`config.mk`:
```
export PLATFORM = sky130hd
export DESIGN_NAME = width_gearbox
export DESIGN_NICKNAME = d
export VERILOG_FILES = /design/src/rtl/width_gearbox.sv
export SDC_FILE = /design/constraint.sdc
export NUM_CORES = 1
export LEC_CHECK = 0
export BUFFER_PORTS_ARGS = -buffer_cell sky130_fd_sc_hd__buf_2
export CAP_MARGIN = 20
export CORE_ASPECT_RATIO = 0.75
export CORE_MARGIN = 4
export CORE_UTILIZATION = 36
export DETAILED_ROUTE_END_ITERATION = 8
export PLACE_DENSITY = 0.63
export SLEW_MARGIN = 10
export SYNTH_ARGS = -nofsm -noshare
export SYNTH_HDL_FRONTEND = slang
export SYNTH_SLANG_ARGS = --single-unit
```
`constraint.sdc`:
```
create_clock -name clk_4f -period 4.02 [get_ports clk_4f]
set_clock_uncertainty 0.15 [all_clocks]
set_input_delay 0.402 -clock clk_4f [delete_from_list [all_inputs] [get_ports clk_4f]]
set_output_delay 0.402 -clock clk_4f [all_outputs]
set_load 0.005 [all_outputs]
```
`src/rtl/width_gearbox.sv`:
```
// Lane-width gearbox: unpacks a wide word into MSB-first narrow lanes (MODE=0)
// or packs narrow lanes into a wide word with a lane count (MODE=1).
module width_gearbox #(
    parameter  int unsigned NARROW_W = 8,
    parameter  int unsigned RATIO    = 4,
    parameter  int unsigned MODE     = 0,
    localparam int unsigned WIDE_W   = NARROW_W * RATIO,
    localparam int unsigned LW       = $clog2(RATIO) + 1,
    localparam int unsigned IN_W     = (MODE == 0) ? WIDE_W : NARROW_W,
    localparam int unsigned OUT_W    = (MODE == 0) ? NARROW_W : WIDE_W
) (
    input  logic             clk_4f,
    input  logic             reset,
    input  logic [IN_W-1:0]  in_data,
    input  logic [LW-1:0]    in_lanes,
    input  logic             in_last,
    input  logic             in_valid,
    output logic             in_ready,
    output logic [OUT_W-1:0] out_data,
    output logic [LW-1:0]    out_lanes,
    output logic             out_last,
    output logic             out_valid,
    input  logic             out_ready
);

    // Holds in_ready low for the whole reset period and until the first edge after release.
    logic live_q;

    always_ff @(posedge clk_4f or negedge reset) begin
        if (!reset) live_q <= 1'b0;
        else        live_q <= 1'b1;
    end

    if (MODE == 0) begin : g_unpack
        typedef enum logic {U_IDLE, U_SHIFT} ustate_e;

        ustate_e             state_q;
        logic [WIDE_W-1:0]   word_q;
        logic [LW-1:0]       n_q;
        logic [LW-1:0]       idx_q;
        logic                last_q;
        logic [NARROW_W-1:0] data_q;
        logic                out_last_q;
        logic                out_valid_q;
        logic [LW-1:0]       n_in;
        logic [LW-1:0]       idx_nxt;
        logic                at_end;

        function automatic logic [NARROW_W-1:0] lane_of(input logic [WIDE_W-1:0] w,
                                                        input logic [LW-1:0] i);
            logic [WIDE_W-1:0] s;
            s = w << (int'(i) * NARROW_W);
            return s[WIDE_W-1 -: NARROW_W];
        endfunction

        assign n_in    = (in_lanes == '0 || in_lanes > LW'(RATIO)) ? LW'(RATIO) : in_lanes;
        assign idx_nxt = idx_q + 1'b1;
        assign at_end  = (idx_q == n_q - 1'b1);

        // Next word is taken on the same edge the final lane is consumed, so no bubble.
        assign in_ready = live_q &&
                          (state_q == U_IDLE || (out_valid_q && out_ready && at_end));

        always_ff @(posedge clk_4f or negedge reset) begin
            if (!reset) begin
                state_q     <= U_IDLE;
                word_q      <= '0;
                n_q         <= '0;
                idx_q       <= '0;
                last_q      <= 1'b0;
                data_q      <= '0;
                out_last_q  <= 1'b0;
                out_valid_q <= 1'b0;
            end else if (in_valid && in_ready) begin
                state_q     <= U_SHIFT;
                word_q      <= in_data;
                n_q         <= n_in;
                idx_q       <= '0;
                last_q      <= in_last;
                data_q      <= lane_of(in_data, '0);
                out_last_q  <= in_last && (n_in == LW'(1));
                out_valid_q <= 1'b1;
            end else if (out_valid_q && out_ready) begin
                if (at_end) begin
                    state_q     <= U_IDLE;
                    out_valid_q <= 1'b0;
                    out_last_q  <= 1'b0;
                end else begin
                    idx_q      <= idx_nxt;
                    data_q     <= lane_of(word_q, idx_nxt);
                    out_last_q <= last_q && (idx_nxt == n_q - 1'b1);
                end
            end
        end

        assign out_data  = data_q;
        assign out_lanes = LW'(live_q);
        assign out_last  = out_last_q;
        assign out_valid = out_valid_q;
    end else begin : g_pack
        logic [LW-1:0]     cnt_q;
        logic [WIDE_W-1:0] acc_q;
        logic [WIDE_W-1:0] data_q;
        logic [LW-1:0]     lanes_q;
        logic              last_q;
        logic              valid_q;
        logic              completing;
        logic [WIDE_W-1:0] lane_word;
        logic [WIDE_W-1:0] acc_d;
        logic              unused_lanes;

        assign unused_lanes = ^in_lanes;
        assign completing   = (cnt_q == LW'(RATIO - 1)) || in_last;
        assign lane_word    = {in_data, {(WIDE_W-NARROW_W){1'b0}}} >> (int'(cnt_q) * NARROW_W);
        assign acc_d        = acc_q | lane_word;

        // Only a completing beat needs the output register, so only it can be stalled.
        assign in_ready = live_q && !(completing && valid_q && !out_ready);

        always_ff @(posedge clk_4f or negedge reset) begin
            if (!reset) begin
                cnt_q   <= '0;
                acc_q   <= '0;
                data_q  <= '0;
                lanes_q <= '0;
                last_q  <= 1'b0;
                valid_q <= 1'b0;
            end else if (in_valid && in_ready && completing) begin
                data_q  <= acc_d;
                lanes_q <= cnt_q + 1'b1;
                last_q  <= in_last;
                valid_q <= 1'b1;
                acc_q   <= '0;
                cnt_q   <= '0;
            end else begin
                if (valid_q && out_ready) valid_q <= 1'b0;
                if (in_valid && in_ready) begin
                    acc_q <= acc_d;
                    cnt_q <= cnt_q + 1'b1;
                end
            end
        end

        assign out_data  = data_q;
        assign out_lanes = lanes_q;
        assign out_last  = last_q;
        assign out_valid = valid_q;
    end

endmodule

```
---- After elaboration in Yosys (flattened, before gate mapping) ----
Index checks and enable logic that the tools add are counted.
word-level totals
  register bits after elaboration ......... 50
  bits in latches ......................... 0
  memory bits (writable) .................. 0
  ROM bits ................................ 0
  input port bits ......................... 40
  word-level logic and storage cells ...... 43
  memories ................................ 0
operators by class
  $add $sub $neg .......................... 2
  $mul .................................... 0
  divide/modulo/power cells ............... 0
  order comparisons ....................... 1
  equal/unequal tests ..................... 4
  shifts and indexed selects .............. 1
  muxes and demuxes ....................... 13
  bitwise logic cells ..................... 1
  reduce and logical (&&, ||, !) cells .... 13
operators by type and width
  kind                                                   number
  left shift 32 x 6 -> 32 bit                            1
  2-to-1 mux 8 bit                                       3
  2-to-1 mux 3 bit                                       4
  equality test 3 bit                                    2
  logical AND 1 bit                                      6
  2-to-1 mux 1 bit                                       6
  AND reduction 2 bit                                    2
  nonzero test 2 bit                                     2
  adder 3 x 1 -> 3 bit, second input constant            1
  equality test 3 x 1 -> 1 bit, second input constant    1
  > comparator 3 bit, second input constant              1
  logical NOT 3 bit                                      1
  subtractor 3 x 1 -> 3 bit, second input constant       1
  logical OR 1 bit                                       2
  inequality test 2 x 1 -> 1 bit, second input constant  1
  NOT 1 bit                                              1

---- Longest topological paths before layout ----
  depth after elaboration ................. 8
  depth in mapped cells ................... 7

---- Worst setup path before layout ----
Ideal clock, no wire load.
  path type ............................... register to register
  start point ............................. register g_unpack.n_q[0]
  end point ............................... register g_unpack.data_q[0], in the netlist out_data[0]
  library setup time ...................... 125 ps
  data arrival time ....................... 2225 ps
  data required time ...................... 3745 ps
  slack ................................... 1521 ps
  cell stages (with the launch flop) ...... 7
  clock period less this slack ............ 2499 ps
  cells stage by stage .................... dfrtp_1 -> inv_1 -> ha_1 -> xnor2_1 -> o31ai_1 -> a21oi_2 -> mux2_2
on the way
  word-level cells in the longest chain between the ends .. 8
  elaborated cells on any way between the ends .. 10
  classes of those cells .................. add/sub: 1; eq/ne: 2; mux: 1; reduce/logical: 6
ends and longest elaborated chain
  what                                                                                   RTL line  RTL
  start: declaration                                                                     39        logic [LW-1:0] n_q;
  start signal: assignment                                                               77        n_q <= n_in;
  subtractor 3 x 1 -> 3 bit (*)                                                          58        assign at_end = (idx_q == n_q - 1'b1);
  equality test 3 bit (*)                                                                58
  logical AND 1 bit                                                                      62        (state_q == U_IDLE || (out_valid_q && out_ready && at_end));
  logical OR 1 bit                                                                       62
  logical AND 1 bit                                                                      61        assign in_ready = live_q &&
  logical AND 1 bit                                                                      74        end else if (in_valid && in_ready) begin
  inequality test 2 x 1 -> 1 bit (no source line) or nonzero test 2 bit (tied branches)  --
  AND reduction 2 bit (no source line)                                                   --
  end signal: assignment                                                                 80        data_q <= lane_of(in_data, '0);
  end signal: assignment                                                                 90        data_q <= lane_of(word_q, idx_nxt);
  end: declaration                                                                       42        logic [NARROW_W-1:0] data_q;
Mark *: on every way between the ends. The rest lies on a longest branch, timed or not.
A chain may end at the register's enable or synchronous reset.

---- Worst setup path after layout ----
  start point ............................. register g_unpack.n_q[0]
  end point ............................... register g_unpack.data_q[7], in the netlist out_data[7]
The elaborated chain is that of the path after synthesis.

==> results.json <==
{
  "clk_latency_ns": 0.30,
  "muxShareOfSynthArea_pct": 21.5,
  "drv_cap": 0,
  "grt_overflow": 0,
  "post-route-period-util_pct": 68.6,
  "worst_r2r_path_depth": 7,
  "post_cts_buffers": 0,
  "coreArea_um2": 6990,
  "synth_top_family_by_area": "multiplexers",
  "num_vias": 1818,
  "p_sw_uw": 919,
  "layout-drive-gt1-share_pct": 41.1,
  "yosys.area_share.adder_pct": 1.41,
  "cp.arrival_ns": 2.80,
  "cts_hold_buf": 0,
  "vdd_drop_max_uv": 285,
  "syn_to_final_growth_pct": 15.7,
  "drt_iter0_markers": 127,
  "setup-tns-final_ns": 0,
  "fp.dieW_um": 107,
  "nets": 305,
  "internal-power_mw": 1.53,
  "crit_path_end_kind": "register",
  "avgSynthCellArea_um2": 12.3,
  "synth_common_cells": "dfrtp_1, mux2_2, inv_1, nand4_1",
  "ys_seq_area_share_pct": 47.1,
  "max_freq_mhz": 363,
  "io_buffers": 51,
  "grt_pass1_wl_mm": 9.06,
  "drtAntennaViolNets": 0,
  "synthSimpleGateAreaFrac_pct": 8.29,
  "yosysTopAreaCell": "dfrtp_1",
  "synth-compound-area-share_pct": 10.4,
  "wl_met1_mm": 2.75,
  "sw_frac_of_total_pct": 37.6,
  "cts_resized": 0,
  "detail_route.wl_per_cell_um": 15.3,
  "first_global_vias": 1760,
  "place_inst": 353,
  "status": "finished, final reports clean",
  "p_clk_share_pct": 12.5,
  "top_layer": "met4",
  "start_util_pct": 38.0,
  "fillCellCount": 689,
  "ctsRootBufferMaster": "clkbuf_8",
  "diodes": 0,
  "ys_warn_count": 0,
  "met3_wirelength_um": 297,
  "grt_usage_pct": 13.3,
  "hold_path_class": "input port to asynchronous set/reset pin",
  "clkSinkCount": 50,
  "drtPass1Iterations": 4,
  "worst_pin_slew_ns": 0.783,
  "grt_setup_unrepaired": "false",
  "synth_top_cell_area_share_pct": 47.1,
  "synthCells": 216,
  "ioPinCount": 54,
  "p_per_area_nw_per_um2": 795,
  "fin_util_pct": 44.0,
  "critPathMaxFanout": 25,
  "routabilityCongestion": 0.804,
  "synth.most_common_cell": "dfrtp_1",
  "synth_xor_area_share_pct": 4.71,
  "start_kind": "register",
  "leakage_nw": 1.38,
  "synth.top_cells.by_area": "dfrtp_1, mux2_2, mux4_2",
  "synthArstFlopShare_pct": 100,
  "wl_met2_mm": 2.44,
  "setup_viol": 0,
  "synth_flop_cell": "dfrtp_1",
  "hpwl_mm": 3.95,
  "synthDistinctLibCells": 32,
  "critPathKind": "register to register",
  "comb_power_share_pct": 50.1,
  "num_rows": 26,
  "drc": 0,
  "antenna_found_initial": 0,
  "clk_path_buf_depth": 2,
  "worst_ep_required_time_ns": 4.06,
  "p_seq_share_pct": 37.4,
  "relSlewSlack_pct": 47.6,
  "drv_slew": 0,
  "synth_edf_count": 0,
  "synth_area_um2": 2660,
  "cts_max_level": 2,
  "timing.final.crit_period_ns": 2.76,
  "clkTransAtPathRegs_ns": 0.09,
  "die_y_um": 82.4,
  "ys_ff_latch": 50,
  "cts_tree": "done",
  "dieArea_um2": 8830,
  "finalNonFillerCells": 361,
  "grt_max_degree": 51,
  "routed_wl_mm": 5.53,
  "hold_viol": 0,
  "cts_made_buffers": 5,
  "holdWs_ns": 0.0451,
  "viasPerCell": 5.04
}
[per-stage QoR]
| stage | instance area, µm² | setup WS, ns | total power [mW] |
|---|---|---|---|
| after floorplan | 2660 | 1.52 | 1.85 |
| after global placement | 2980 | 1.32 | 2.13 |
| after detailed placement | 2980 | 1.25 | 2.17 |
| after CTS | 3070 | 1.23 | 2.48 |
| after global routing | 3070 | 1.09 | 2.66 |
| final | 3070 | 1.26 | 2.45 |
[metal layers]
metal / global-route usage [%] / up-vias
met5: 0 / -
met4: 3.45 / 0
met3: 3.81 / 7
met2: 20.1 / 44
met1: 18.9 / 893
li1: - / 874
[sequential cells by signal, indices dropped and copies added (netlist names)]
| signal | flops |
|---|---|
| out_data | 8 |
| g_unpack.state_q | 1 |
| g_unpack.word_q | 32 |
| g_unpack.n_q | 3 |
| g_unpack.last_q | 1 |
| out_last | 1 |
| live_q | 1 |
| g_unpack.idx_q | 3 |
[worst paths after layout]
kind / start / endpoint / slack [ns]
min in group clk_4f: in_data[17] / g_unpack.word_q[17]$_DFFE_PN0P_ / 0.17
worst min-delay path: reset / g_unpack.n_q[1]$_DFFE_PN0P_ / 0.05
worst max register to register: g_unpack.n_q[0]$_DFFE_PN0P_ / out_data[7]$_DFFE_PN0P_ / 1.26
max in group asynchronous: reset / g_unpack.word_q[27]$_DFFE_PN0P_ / 3.25
worst min register to register: g_unpack.word_q[6]$_DFFE_PN0P_ / g_unpack.word_q[6]$_DFFE_PN0P_ / 0.36
worst max-delay path: g_unpack.n_q[0]$_DFFE_PN0P_ / out_data[7]$_DFFE_PN0P_ / 1.26
[critical path: stages (launching register included)]
cell and delay (ns):
dfrtp_1 0.42, inv_1 0.09, ha_1 0.17, xor3_1 0.62, o41ai_4 0.43, buf_4 0.34, o31ai_1 0.13, mux2_2 0.29
[cell type report]
type                    instances  area (µm²)  area share (%)
flip-flops and latches         50        1250            40.7
clock buffers                   6        82.6            2.69
multi-input cells             130        1240            40.4
well taps                      98         123            3.99
repair buffers                 56         293            9.52
clock inverters                 2        12.5           0.407
inverters                      19        71.3            2.32
[power by group through the flow]
| stage | Combinational, mW | Clock, mW | Sequential (mW) |
|---|---|---|---|
| after floorplan | 1.00 | 0 | 0.844 |
| after global placement | 1.21 | 0 | 0.921 |
| after detailed placement | 1.24 | 0 | 0.928 |
| after CTS | 1.24 | 0.314 | 0.919 |
| after global routing | 1.36 | 0.339 | 0.957 |
| final | 1.23 | 0.306 | 0.913 |
[logic make-up after synthesis]
group | after synthesis
DFF | 50
muxes | 43
buffers and inverters | 37
and+or+nand+nor | 36
AOI/OAI and AO/OA | 34
xor gates and xnor gates | 11
adders and majority gates | 3
other | 2
[layout by cell type, fill, tap and decap left out, types with 2 or more instances in the layout]
master / instances
a21oi_1: 3
a31oi_1: 2
buf_2: 51
buf_4: 5
clkbuf_8: 6
conb_1: 3
dfrtp_1: 50
ha_1: 3
inv_1: 19
mux2_2: 33
mux2i_1: 2
mux4_2: 8
nand2_1: 5
nand3_1: 2
nand3b_1: 2
nand4_1: 10
nand4b_1: 8
nor2_1: 5
o21ai_0: 9
o31ai_1: 9
o41a_1: 8
xnor2_1: 5
xor2_1: 4
(Power assumes the default switching activity.)
